<file path="src/rtl/dcache_ctrl.sv">
`default_nettype none
// ============================================================================
//  Module   : dcache_ctrl
//  Purpose  : Non-blocking, write-back, 2-way set-associative data cache
//             controller with one 32-bit word per line. Serves load/store
//             requests from the memory stage, answers hits in one cycle,
//             hands misses and dirty-victim writebacks to the downstream
//             MSHR and installs MSHR refills, writing refilled load data
//             back to the register file.
//  Revision : 1.0 - initial release
// ----------------------------------------------------------------------------
//  Ports
//    clk, rst              clock, asynchronous active-high reset
//    i_req_*               memory-stage request (valid, we, addr, wdata, rd)
//    o_stall               request not accepted this cycle (combinational)
//    o_hit_*               registered load-hit response
//    o_load_valid/...      load request to the MSHR (combinational)
//    o_evict_valid/...     write to memory: dirty victim or store miss
//    i_addr1..i_addr4      MSHR in-flight addresses (32'hDEAD_BEEF = empty)
//    i_full                MSHR cannot accept another entry
//    i_addr_out/...        refill from the MSHR, valid on i_done_pulse
//    o_rf_*                registered register-file write of refilled data
// ============================================================================
module dcache_ctrl #(
  parameter int SETS = 16
) (
  input  logic        clk,
  input  logic        rst,
  // memory-stage request
  input  logic        i_req_valid,
  input  logic        i_req_we,
  input  logic [31:0] i_req_addr,
  input  logic [31:0] i_req_wdata,
  input  logic [4:0]  i_req_rd,
  output logic        o_stall,
  // load-hit response
  output logic        o_hit_valid,
  output logic [4:0]  o_hit_rd,
  output logic [31:0] o_hit_data,
  // to the MSHR
  output logic        o_load_valid,
  output logic [31:0] o_addr_load,
  output logic        o_load_way_in,
  output logic [4:0]  o_regD_in,
  output logic        o_evict_valid,
  output logic [31:0] o_addr_evict,
  output logic [31:0] o_evict_data,
  // from the MSHR
  input  logic [31:0] i_addr1,
  input  logic [31:0] i_addr2,
  input  logic [31:0] i_addr3,
  input  logic [31:0] i_addr4,
  input  logic        i_full,
  input  logic [31:0] i_addr_out,
  input  logic [31:0] i_data_out,
  input  logic [4:0]  i_regD_out,
  input  logic        i_load_way_out,
  input  logic        i_done_pulse,
  // register-file refill write
  output logic        o_rf_we,
  output logic [4:0]  o_rf_rd,
  output logic [31:0] o_rf_data
);

  localparam int INDEX_BITS = $clog2(SETS);
  localparam int TAG_BITS   = 30 - INDEX_BITS;

  // --------------------------------------------------------------------------
  // Storage: status bits are packed per set so they can be cleared by reset;
  // tag and data arrays carry no reset since valid gates every use of them.
  // --------------------------------------------------------------------------
  logic [SETS-1:0][1:0]  r_valid;
  logic [SETS-1:0][1:0]  r_dirty;
  logic [SETS-1:0][1:0]  r_pend;
  logic [SETS-1:0]       r_lru;     // names the least-recently-used way
  logic [TAG_BITS-1:0]   r_tag  [SETS][2];
  logic [31:0]           r_data [SETS][2];

  logic                  r_hit_valid;
  logic [4:0]            r_hit_rd;
  logic [31:0]           r_hit_data;
  logic                  r_rf_we;
  logic [4:0]            r_rf_rd;
  logic [31:0]           r_rf_data;

  // --------------------------------------------------------------------------
  // Request decode
  // --------------------------------------------------------------------------
  logic [31:0]           w_wa;
  logic [INDEX_BITS-1:0] w_idx;
  logic [TAG_BITS-1:0]   w_tag;
  logic [INDEX_BITS-1:0] w_ref_idx;
  logic [TAG_BITS-1:0]   w_ref_tag;
  logic                  w_unused;

  assign w_wa      = {i_req_addr[31:2], 2'b00};
  assign w_idx     = i_req_addr[INDEX_BITS+1:2];
  assign w_tag     = i_req_addr[31:INDEX_BITS+2];
  assign w_ref_idx = i_addr_out[INDEX_BITS+1:2];
  assign w_ref_tag = i_addr_out[31:INDEX_BITS+2];
  // Byte offsets are word-aligned away and carry no information.
  assign w_unused  = &{1'b0, i_req_addr[1:0], i_addr_out[1:0]};

  // --------------------------------------------------------------------------
  // Tag compare per way; a pending way is never a hit even if its old tag
  // happens to match, because its contents are being replaced.
  // --------------------------------------------------------------------------
  logic [1:0] w_way_hit;

  for (genvar w = 0; w < 2; w++) begin : g_way
    assign w_way_hit[w] = r_valid[w_idx][w] && !r_pend[w_idx][w] &&
                          (r_tag[w_idx][w] == w_tag);
  end

  logic w_hit;
  logic w_hit_way;

  assign w_hit     = |w_way_hit;
  assign w_hit_way = w_way_hit[1];

  // --------------------------------------------------------------------------
  // Victim selection for a load miss
  // --------------------------------------------------------------------------
  logic [1:0] w_set_pend;
  logic [1:0] w_set_val;
  logic       w_set_lru;
  logic       w_vic;
  logic       w_vic_ok;

  assign w_set_pend = r_pend[w_idx];
  assign w_set_val  = r_valid[w_idx];
  assign w_set_lru  = r_lru[w_idx];

  always_comb begin
    w_vic    = 1'b0;
    w_vic_ok = 1'b1;
    if (!w_set_pend[0] && !w_set_val[0]) begin
      w_vic = 1'b0;
    end else if (!w_set_pend[1] && !w_set_val[1]) begin
      w_vic = 1'b1;
    end else if (!w_set_pend[w_set_lru]) begin
      w_vic = w_set_lru;
    end else if (!w_set_pend[~w_set_lru]) begin
      w_vic = ~w_set_lru;
    end else begin
      w_vic_ok = 1'b0;
    end
  end

  logic w_vic_dirty;

  assign w_vic_dirty = w_set_val[w_vic] && r_dirty[w_idx][w_vic];

  // --------------------------------------------------------------------------
  // Acceptance. A same-set refill stalls the request so the arrays never see
  // two writes to one set in a cycle. The empty sentinel cannot match w_wa
  // because its low bits are non-zero.
  // --------------------------------------------------------------------------
  logic w_mshr_match;
  logic w_ref_conflict;
  logic w_no_victim;
  logic w_stall;
  logic w_go;

  assign w_mshr_match   = (w_wa == i_addr1) || (w_wa == i_addr2) ||
                          (w_wa == i_addr3) || (w_wa == i_addr4);
  assign w_ref_conflict = i_done_pulse && (w_ref_idx == w_idx);
  assign w_no_victim    = !i_req_we && !w_hit && !w_vic_ok;
  assign w_stall        = i_req_valid &&
                          (i_full || w_mshr_match || w_ref_conflict || w_no_victim);
  assign w_go           = i_req_valid && !w_stall;

  logic w_ld_hit;
  logic w_st_hit;
  logic w_ld_miss;
  logic w_st_miss;

  assign w_ld_hit  = w_go && !i_req_we &&  w_hit;
  assign w_st_hit  = w_go &&  i_req_we &&  w_hit;
  assign w_ld_miss = w_go && !i_req_we && !w_hit;
  assign w_st_miss = w_go &&  i_req_we && !w_hit;

  // --------------------------------------------------------------------------
  // MSHR-facing outputs, zero unless a miss is being issued
  // --------------------------------------------------------------------------
  always_comb begin
    o_load_valid  = 1'b0;
    o_addr_load   = 32'h0;
    o_load_way_in = 1'b0;
    o_regD_in     = 5'h0;
    o_evict_valid = 1'b0;
    o_addr_evict  = 32'h0;
    o_evict_data  = 32'h0;
    if (w_ld_miss) begin
      o_load_valid  = 1'b1;
      o_addr_load   = w_wa;
      o_load_way_in = w_vic;
      o_regD_in     = i_req_rd;
      if (w_vic_dirty) begin
        o_evict_valid = 1'b1;
        o_addr_evict  = {r_tag[w_idx][w_vic], w_idx, 2'b00};
        o_evict_data  = r_data[w_idx][w_vic];
      end
    end else if (w_st_miss) begin
      // No write-allocate: the store goes straight to memory.
      o_evict_valid = 1'b1;
      o_addr_evict  = w_wa;
      o_evict_data  = i_req_wdata;
    end
  end

  assign o_stall = w_stall;

  // --------------------------------------------------------------------------
  // Status bits and registered responses
  // --------------------------------------------------------------------------
  always_ff @(posedge clk or posedge rst) begin
    if (rst) begin
      r_valid     <= '0;
      r_dirty     <= '0;
      r_pend      <= '0;
      r_lru       <= '0;
      r_hit_valid <= 1'b0;
      r_hit_rd    <= 5'h0;
      r_hit_data  <= 32'h0;
      r_rf_we     <= 1'b0;
      r_rf_rd     <= 5'h0;
      r_rf_data   <= 32'h0;
    end else begin
      if (i_done_pulse) begin
        r_valid[w_ref_idx][i_load_way_out] <= 1'b1;
        r_dirty[w_ref_idx][i_load_way_out] <= 1'b0;
        r_pend[w_ref_idx][i_load_way_out]  <= 1'b0;
        r_lru[w_ref_idx]                   <= ~i_load_way_out;
      end
      if (w_ld_hit || w_st_hit) begin
        r_lru[w_idx] <= ~w_hit_way;
      end
      if (w_st_hit) begin
        r_dirty[w_idx][w_hit_way] <= 1'b1;
      end
      if (w_ld_miss) begin
        // Victim is reserved for the refill; its writeback already left above.
        r_valid[w_idx][w_vic] <= 1'b0;
        r_dirty[w_idx][w_vic] <= 1'b0;
        r_pend[w_idx][w_vic]  <= 1'b1;
      end

      r_hit_valid <= w_ld_hit;
      if (w_ld_hit) begin
        r_hit_rd   <= i_req_rd;
        r_hit_data <= r_data[w_idx][w_hit_way];
      end

      r_rf_we <= i_done_pulse;
      if (i_done_pulse) begin
        r_rf_rd   <= i_regD_out;
        r_rf_data <= i_data_out;
      end
    end
  end

  // --------------------------------------------------------------------------
  // Tag and data arrays
  // --------------------------------------------------------------------------
  always_ff @(posedge clk) begin
    if (i_done_pulse) begin
      r_tag[w_ref_idx][i_load_way_out]  <= w_ref_tag;
      r_data[w_ref_idx][i_load_way_out] <= i_data_out;
    end
    if (w_st_hit) begin
      r_data[w_idx][w_hit_way] <= i_req_wdata;
    end
  end

  assign o_hit_valid = r_hit_valid;
  assign o_hit_rd    = r_hit_rd;
  assign o_hit_data  = r_hit_data;
  assign o_rf_we     = r_rf_we;
  assign o_rf_rd     = r_rf_rd;
  assign o_rf_data   = r_rf_data;

endmodule
`default_nettype wire

</file>
<file path="config.mk">
export PLATFORM = sky130hd
export DESIGN_NAME = dcache_ctrl
export DESIGN_NICKNAME = d
export VERILOG_FILES = /design/src/rtl/dcache_ctrl.sv
export SDC_FILE = /design/constraint.sdc
export NUM_CORES = 2
export LEC_CHECK = 0
export CORE_UTILIZATION = 50
export DETAILED_ROUTE_END_ITERATION = 10
export DONT_BUFFER_PORTS = 1
export PLACE_DENSITY = 0.66
export SLEW_MARGIN = 5
export SYNTH_ARGS = -nofsm -noshare
export SYNTH_HDL_FRONTEND = slang
export SYNTH_SLANG_ARGS = --single-unit
</file>
<file path="constraint.sdc">
create_clock -name clk -period 7.9 [get_ports clk]
set_clock_uncertainty 0.05 [all_clocks]
set_input_delay 1.58 -clock clk [delete_from_list [all_inputs] [get_ports clk]]
set_output_delay 1.58 -clock clk [all_outputs]
set_load 0.01 [all_outputs]
</file>
# After elaboration in Yosys (flattened, before gate mapping)
# Memories as Yosys holds them, arrays and structs flattened.
# Cells that the tools add are included.
word_totals:
  input_bits: 273
  wordCells: 221
  ff_bits: 188
  n_memories: 2
  mem_bits_rw: 1856
  out_inout_bits: 181
classes:
  order_cmp: 17
  eq_ne: 7
  reduce_logical: 41
  bitwise_logic: 15
  muxes: 84
memory_table:
  columns: ["name", "words", "word_bits", "read_ports", "rd_ports_with_merged_regs", "write_ports", "line", "text"]
  rows:
  - ["r_data", 16, 64, 1, 0, 2, "77", "logic [31:0] r_data [SETS][2];"]
  - ["r_tag", 16, 52, 1, 0, 1, "76", "logic [TAG_BITS-1:0] r_tag [SETS][2];"]
op_table:
  columns: ["cell", "count"]
  rows:
  - ["$mux W32", 22]
  - ["$and A32 B32 Y32", 4]
  - ["$eq A32 B32 Y1", 4]
  - ["$mux W64", 2]
  - ["$mux W26", 4]
  - ["$or A32 B32 Y32", 3]
  - ["$demux W32 S1", 2]
  - ["$not A32 Y32", 2]
  - ["$eq A26 B26 Y1", 2]
  - ["$mux W52", 1]
  - ["$bwmux W16", 2]
  - ["$mux W16", 2]
  - ["$mux W1", 29]
  - ["$demux W26 S1", 1]
  - ["$logic_and A1 B1 Y1", 25]
  - ["$bmux W2 S4", 3]
  - ["$demux W2 S4", 3]
  - ["$mux W2", 6]
  - ["$lt A1 B2 Y1 const B", 5]
  - ["$lt A4 B5 Y1 const B", 2]
  - ["$demux W1 S4", 2]
  - ["$ge A4 B1 Y1 const B", 2]
  - ["$logic_not A1 Y1", 8]
  - ["$logic_or A1 B1 Y1", 7]
  - ["10 further kinds", 21]

# Logic depth before layout (Yosys ltp)
depth:
  depth_word: 20
  mapped_depth: 17

# Least setup slack after synthesis
# OpenSTA, ideal clock, no wires.
synth_path:
  path_type: "input port to output port"
  start: "input i_req_addr[2]"
  end: "output o_evict_data[0]"
  path_slack_ns: 1.497
  stages: 12
  required_ns: 6.270
  path_buffers: 8
  arrival_time_ns: 4.773
  cell_sequence: "buf_6 -> buf_8 -> buf_4 -> buf_6 -> buf_4 -> buf_2 -> clkbuf_1 -> buf_1 -> mux4_2 -> mux4_2 -> mux2i_1 -> o2bb2ai_1"
synth_between:
  elab_chain_cells: 18
synth_rtl:
  columns: ["item", "line", "text"]
  rows:
  - ["start, declared", "32", "input logic [31:0] i_req_addr,"]
  - ["$bmux W2 S4 / $bmux W1 S4 (equally long branches)", "111, 130, 132", null]
  - ["$mux W2 (not written as such) / $mux W1 (equally long branches)", "111, 130, 132", null]
  - ["$mux W1 (not written as such) (2 in a row)", "143", "end else if (!w_set_pend[~w_set_lru]) begin"]
  - ["$mux W1", "143", null]
  - ["$mux W1", "141", "end else if (!w_set_pend[w_set_lru]) begin"]
  - ["$mux W1", "139", "end else if (!w_set_pend[1] && !w_set_val[1]) begin"]
  - ["$mux W1", "137", "if (!w_set_pend[0] && !w_set_val[0]) begin"]
  - ["$logic_not A1 Y1", "168", "assign w_no_victim = !i_req_we && !w_hit && !w_vic_ok;"]
  - ["$logic_and A1 B1 Y1", "168", null]
  - ["$logic_or A1 B1 Y1", "170", "(i_full || w_mshr_match || w_ref_conflict || w_no_victim);"]
  - ["$logic_and A1 B1 Y1", "169", "assign w_stall = i_req_valid &&"]
  - ["$logic_not A1 Y1", "171", "assign w_go = i_req_valid && !w_stall;"]
  - ["$logic_and A1 B1 Y1", "171", null]
  - ["$logic_and A1 B1 Y1 (2 in a row)", "181", "assign w_st_miss = w_go && i_req_we && !w_hit;"]
  - ["$mux W32", "204", "end else if (w_st_miss) begin"]
  - ["$mux W32 *", "194", "if (w_ld_miss) begin"]
  - ["end, declared", "47", "output logic [31:0] o_evict_data,"]
# Mark *: on every way between the ends. The rest lies on a longest branch, timed or not. The select of a mux whose other input is x is not followed.

# Worst setup path after layout
layout_path:
  start: "input i_req_addr[3]"
  end: "output o_addr_evict[18]"
layout_between:
  elab_chain_cells: 18
layout_rtl:
  columns: ["item", "line", "text"]
  rows:
  - ["$bmux W2 S4 / $bmux W1 S4 (equally long branches)", "111, 130, 132", null]
  - ["$mux W2 (not written as such) / $mux W1 (equally long branches)", "111, 130, 132", null]
  - ["$mux W1 (not written as such) (2 in a row)", "143", null]
  - ["$mux W1", "143", null]
  - ["$mux W1", "141", null]
  - ["$mux W1", "139", null]
  - ["$mux W1", "137", null]
  - ["$logic_not A1 Y1", "168", null]
  - ["$logic_and A1 B1 Y1", "168", null]
  - ["$logic_or A1 B1 Y1", "170", null]
  - ["$logic_and A1 B1 Y1", "169", null]
  - ["$logic_not A1 Y1", "171", null]
  - ["$logic_and A1 B1 Y1", "171", null]
  - ["$logic_and A1 B1 Y1 (2 in a row)", "181", null]
  - ["$mux W32", "204", null]
  - ["$mux W32 *", "194", null]
  - ["end, declared", "46", "output logic [31:0] o_addr_evict,"]
# Marked as above.

==> flow_results.org <==
** Clock tree
- The number of clock buffers added by TritonCTS is 212.
- Post-CTS Repair Setup Buffers :: 0
- TritonCTS built the clock tree.
- Root Driver :: clkbuf_16
- Clk sinks :: 2044
- Clock buffer depth :: 3
- Gates resized, CTS repair :: 0
- The clock reaches the later pin of the worst-skew pair after 870 ps.
- Buffers inserted to repair hold after CTS numbered 0.
- Post-CTS clock slew at the launch and capture registers of the worst setup and hold paths :: 60 ps
- In this run the number of H-tree levels came out at 4.

** GRT
- Number of global-route vias before repair :: 56.3k
- GRT Total Usage :: 31.5%
- Global-route congestion overflow total :: 0
- Largest net degree at the start of global routing :: 533
- The first global-routing pass estimated 437000 µm of wire.
- The initial antenna violation count was 6.

** Floorplan
- The floorplan step set the die width to 446 µm.
- Overall die area :: 199000 µm²
- In this run the core area contains 162 standard-cell rows.
- I/O Pins :: about 450
- Initial cell density of the core :: 50.4%
- Die height :: 446 µm
- The total area inside the core boundary comes to slightly below 200000 µm².

** Power
- Power spread over the standard cell area amounts to 223 nW/µm².
- VDD IR-drop max :: about 0.00018 V
- Power Total :: 24100 µW
- The analysis attributes to cell leakage a power of 0.0357 µW.

** Worst setup path
- At the worst endpoint, the arrival time is between 6000 and 7000 ps.
- Flop2flop setup slack :: 2700 ps
- STA classifies the critical path endpoint as an output port.
- Worst endpoint required time :: 6270 ps
- Nature of the critical path startpoint :: input pin
- CP Class :: in -> out
- Highest net fanout along the worst path :: 532

** Timing
- Timing would allow up to 116 MHz.
- Final setup fails :: 99
- Ratio of final minimum period to clock period :: 109%
- Minimum clock period :: between 8000 and 9000 ps
- The number of failing hold endpoints at the final stage was 0.
- Adding up every negative setup slack in the final design gives -38750 ps.
- The final count of pins violating max slew came to 336.
- RSZ-0062 raised after global routing :: false
- The worst pin sits at a relative slew slack of -78.3%.
- Setup WS post-layout :: -705 ps
- At the pin with the least slew margin, the transition time is 2670 ps.
- Hold is met by 457 ps.

** Run status
- The final reports fail on max-slew violations, negative setup slack.
- Outcome :: finished with violations

** Yosys
- After synthesis, the cell types taking the most area are edfxtp_1 (57%), mux2_2 (13%), mux4_2 (11%).
- Of all flip-flops after synthesis, the portion carrying an async set or reset was between 9 and 10%.
- In this run the mean area of a mapped cell was 17.3 µm².
- Number of distinct standard cells referenced by the synthesized netlist :: 86
- Of the post-synthesis cell area, the dominant cell type holds 56.6%.
- The most used flip-flop cell after synthesis is edfxtp_1.
- Number of standard cells after synthesis :: between 5k and 6k
- edfxtp_1 is the most common cell in the netlist.
- Post-synth top cells :: edfxtp_1 (1856), mux2_2 (1154), mux4_2 (496), mux2i_1 (241), clkbuf_1 (214)
- The Yosys step of the flow raised 0 warnings.
- Dominant cell type by area after synthesis :: edfxtp_1
- Sequential area share after synthesis :: 61.4%
- #FFs+latches synth :: 2044
- The synthesized netlist occupies a cell area of a little under 100000 µm².
- The synthesized design contains approximately 1.9k enable-type register cells.

** Final layout
- Final nets :: 5842
- Ratio of cells with drive above 1 in the final layout :: 40.5%
- Design area :: roughly 110000 µm²
- Excluding fillers, the count of instances in the completed layout stands at 8379.
- From synthesis to final layout, the design area changed by 9.60%.

** Placed design
- The number of placed instances, taps included, is 7979.
- The congestion estimate from routability-driven global placement came to 0.920.
- Port buffering added 0 buffers.
- Placed inst area :: 101000 µm²
- DPL Wire Length :: 178000 µm

** Flow run
- Max_cap viols :: 0

** Detailed routing
- DR DRC count :: 0
- The first routing iteration left 7155 violations.
- Post-DR wirelength/cell :: 37.6 µm
- Post-route ant nets :: 0
- The routed design has roughly 310000 µm of wire.
- Vias per inst :: 6.75
- Total via count in the routed design :: 56.6k
- Number of detailed-route iterations in the first pass :: 6

** Hold path
- The min-delay analysis places its worst path in the category reg -> reg.
metrics by stage:
stage | worst slack (ps) | util, %
5_1_grt | 37.9 | 55.2
4_1_cts | 436 | 55.2
3_3_place_gp | 467 | 51.7
6_report | -705 | 55.2
3_5_place_dp | 445 | 51.7
2_1_floorplan | 1160 | -
sequential cells by signal, indices dropped and copies added (netlist names), 5 cells and up:
signal and cells:
r_pend 32, o_hit_rd 5, o_hit_data 32, r_dirty 32, r_valid 32, r_tag 832
o_rf_data 32, r_data 1024, r_lru 16, o_rf_rd 5
layout by cell type (no fill, tap or decap), types with 29 or more instances in the layout:
| cell | instances |
|---|---|
| clkbuf_16 | 216 |
| a2bb2oi_1 | 31 |
| nand4_1 | 29 |
| a22oi_1 | 72 |
| a22o_1 | 29 |
| mux2i_1 | 241 |
| buf_4 | 209 |
| edfxtp_1 | 1856 |
| mux4_2 | 496 |
| o21ai_0 | 36 |
| inv_1 | 31 |
| dfrtp_1 | 188 |
| mux2_2 | 1154 |
| xnor2_1 | 105 |
| clkbuf_1 | 66 |
| a21oi_1 | 58 |
| nor2_1 | 79 |
| mux2_1 | 37 |
| xor2_1 | 61 |
| o22ai_1 | 55 |
| clkinv_1 | 45 |
| nand2_1 | 97 |
| o2bb2ai_1 | 53 |
kinds of logic after synthesis:
family	share of synthesized area, %
AO/OA/AOI/OAI	3.20
XOR/XNOR	1.48
buffers and inverters	3.62
flip-flops	61.4
multiplexers	27.6
other	0.00381
AND/OR/NAND/NOR	2.79
layout make-up:
cell class / count / area, µm²
antenna: 4 / 10.0
clock buffer: 301 / 5910
clock inverter: 95 / 1050
fill: 15300 / 87400
inverter: 53 / 206
multi-input combinational: 3020 / 34900
sequential: 2044 / 60400
tap: 2624 / 3280
timing repair buffer: 238 / 2140
power by group:
group / internal [µW] / total, µW / leakage (µW) / switching, µW
registers: 12000 / 12100 / 0.0191 / 104
clock network: 5770 / 10100 / 0.00337 / 4300
logic: 959 / 1900 / 0.0132 / 945
total: 18800 / 24100 / 0.0357 / 5340
routing by layer:
layer	track usage (%)	vias up	wire [µm]
li1	-	22500	-
met1	41.1	29900	118000
met2	50.4	3425	150000
met3	6.34	767	29600
met4	15.3	0	17600
met5	0	-	0
worst max-delay path, cell delays in order:
cell and delay [ps]:
mux4_2 1250, mux2i_1 430, xnor2_1 200, o221a_2 180
a41oi_1 300, a211oi_4 100, and3_1 240, or4_4 530
buf_12 190, o22ai_1 660, buf_4 250
final timing paths:
| check | endpoint | depth (start not counted) | startpoint |
|---|---|---|---|
| worst max-delay path | o_addr_evict[18] | 11 | i_req_addr[3] |
| worst min-delay path | r_pend[2] | 1 | r_pend[2] |
| worst max register to register | r_data[13][9] | 11 | r_tag[12][17] |
| worst min register to register | r_pend[2] | 1 | r_pend[2] |
| max in group asynchronous | o_rf_data[22] | 2 | rst |
| min in group asynchronous | o_hit_rd[2] | 1 | rst |
Power figures use the tool's default switching activity.
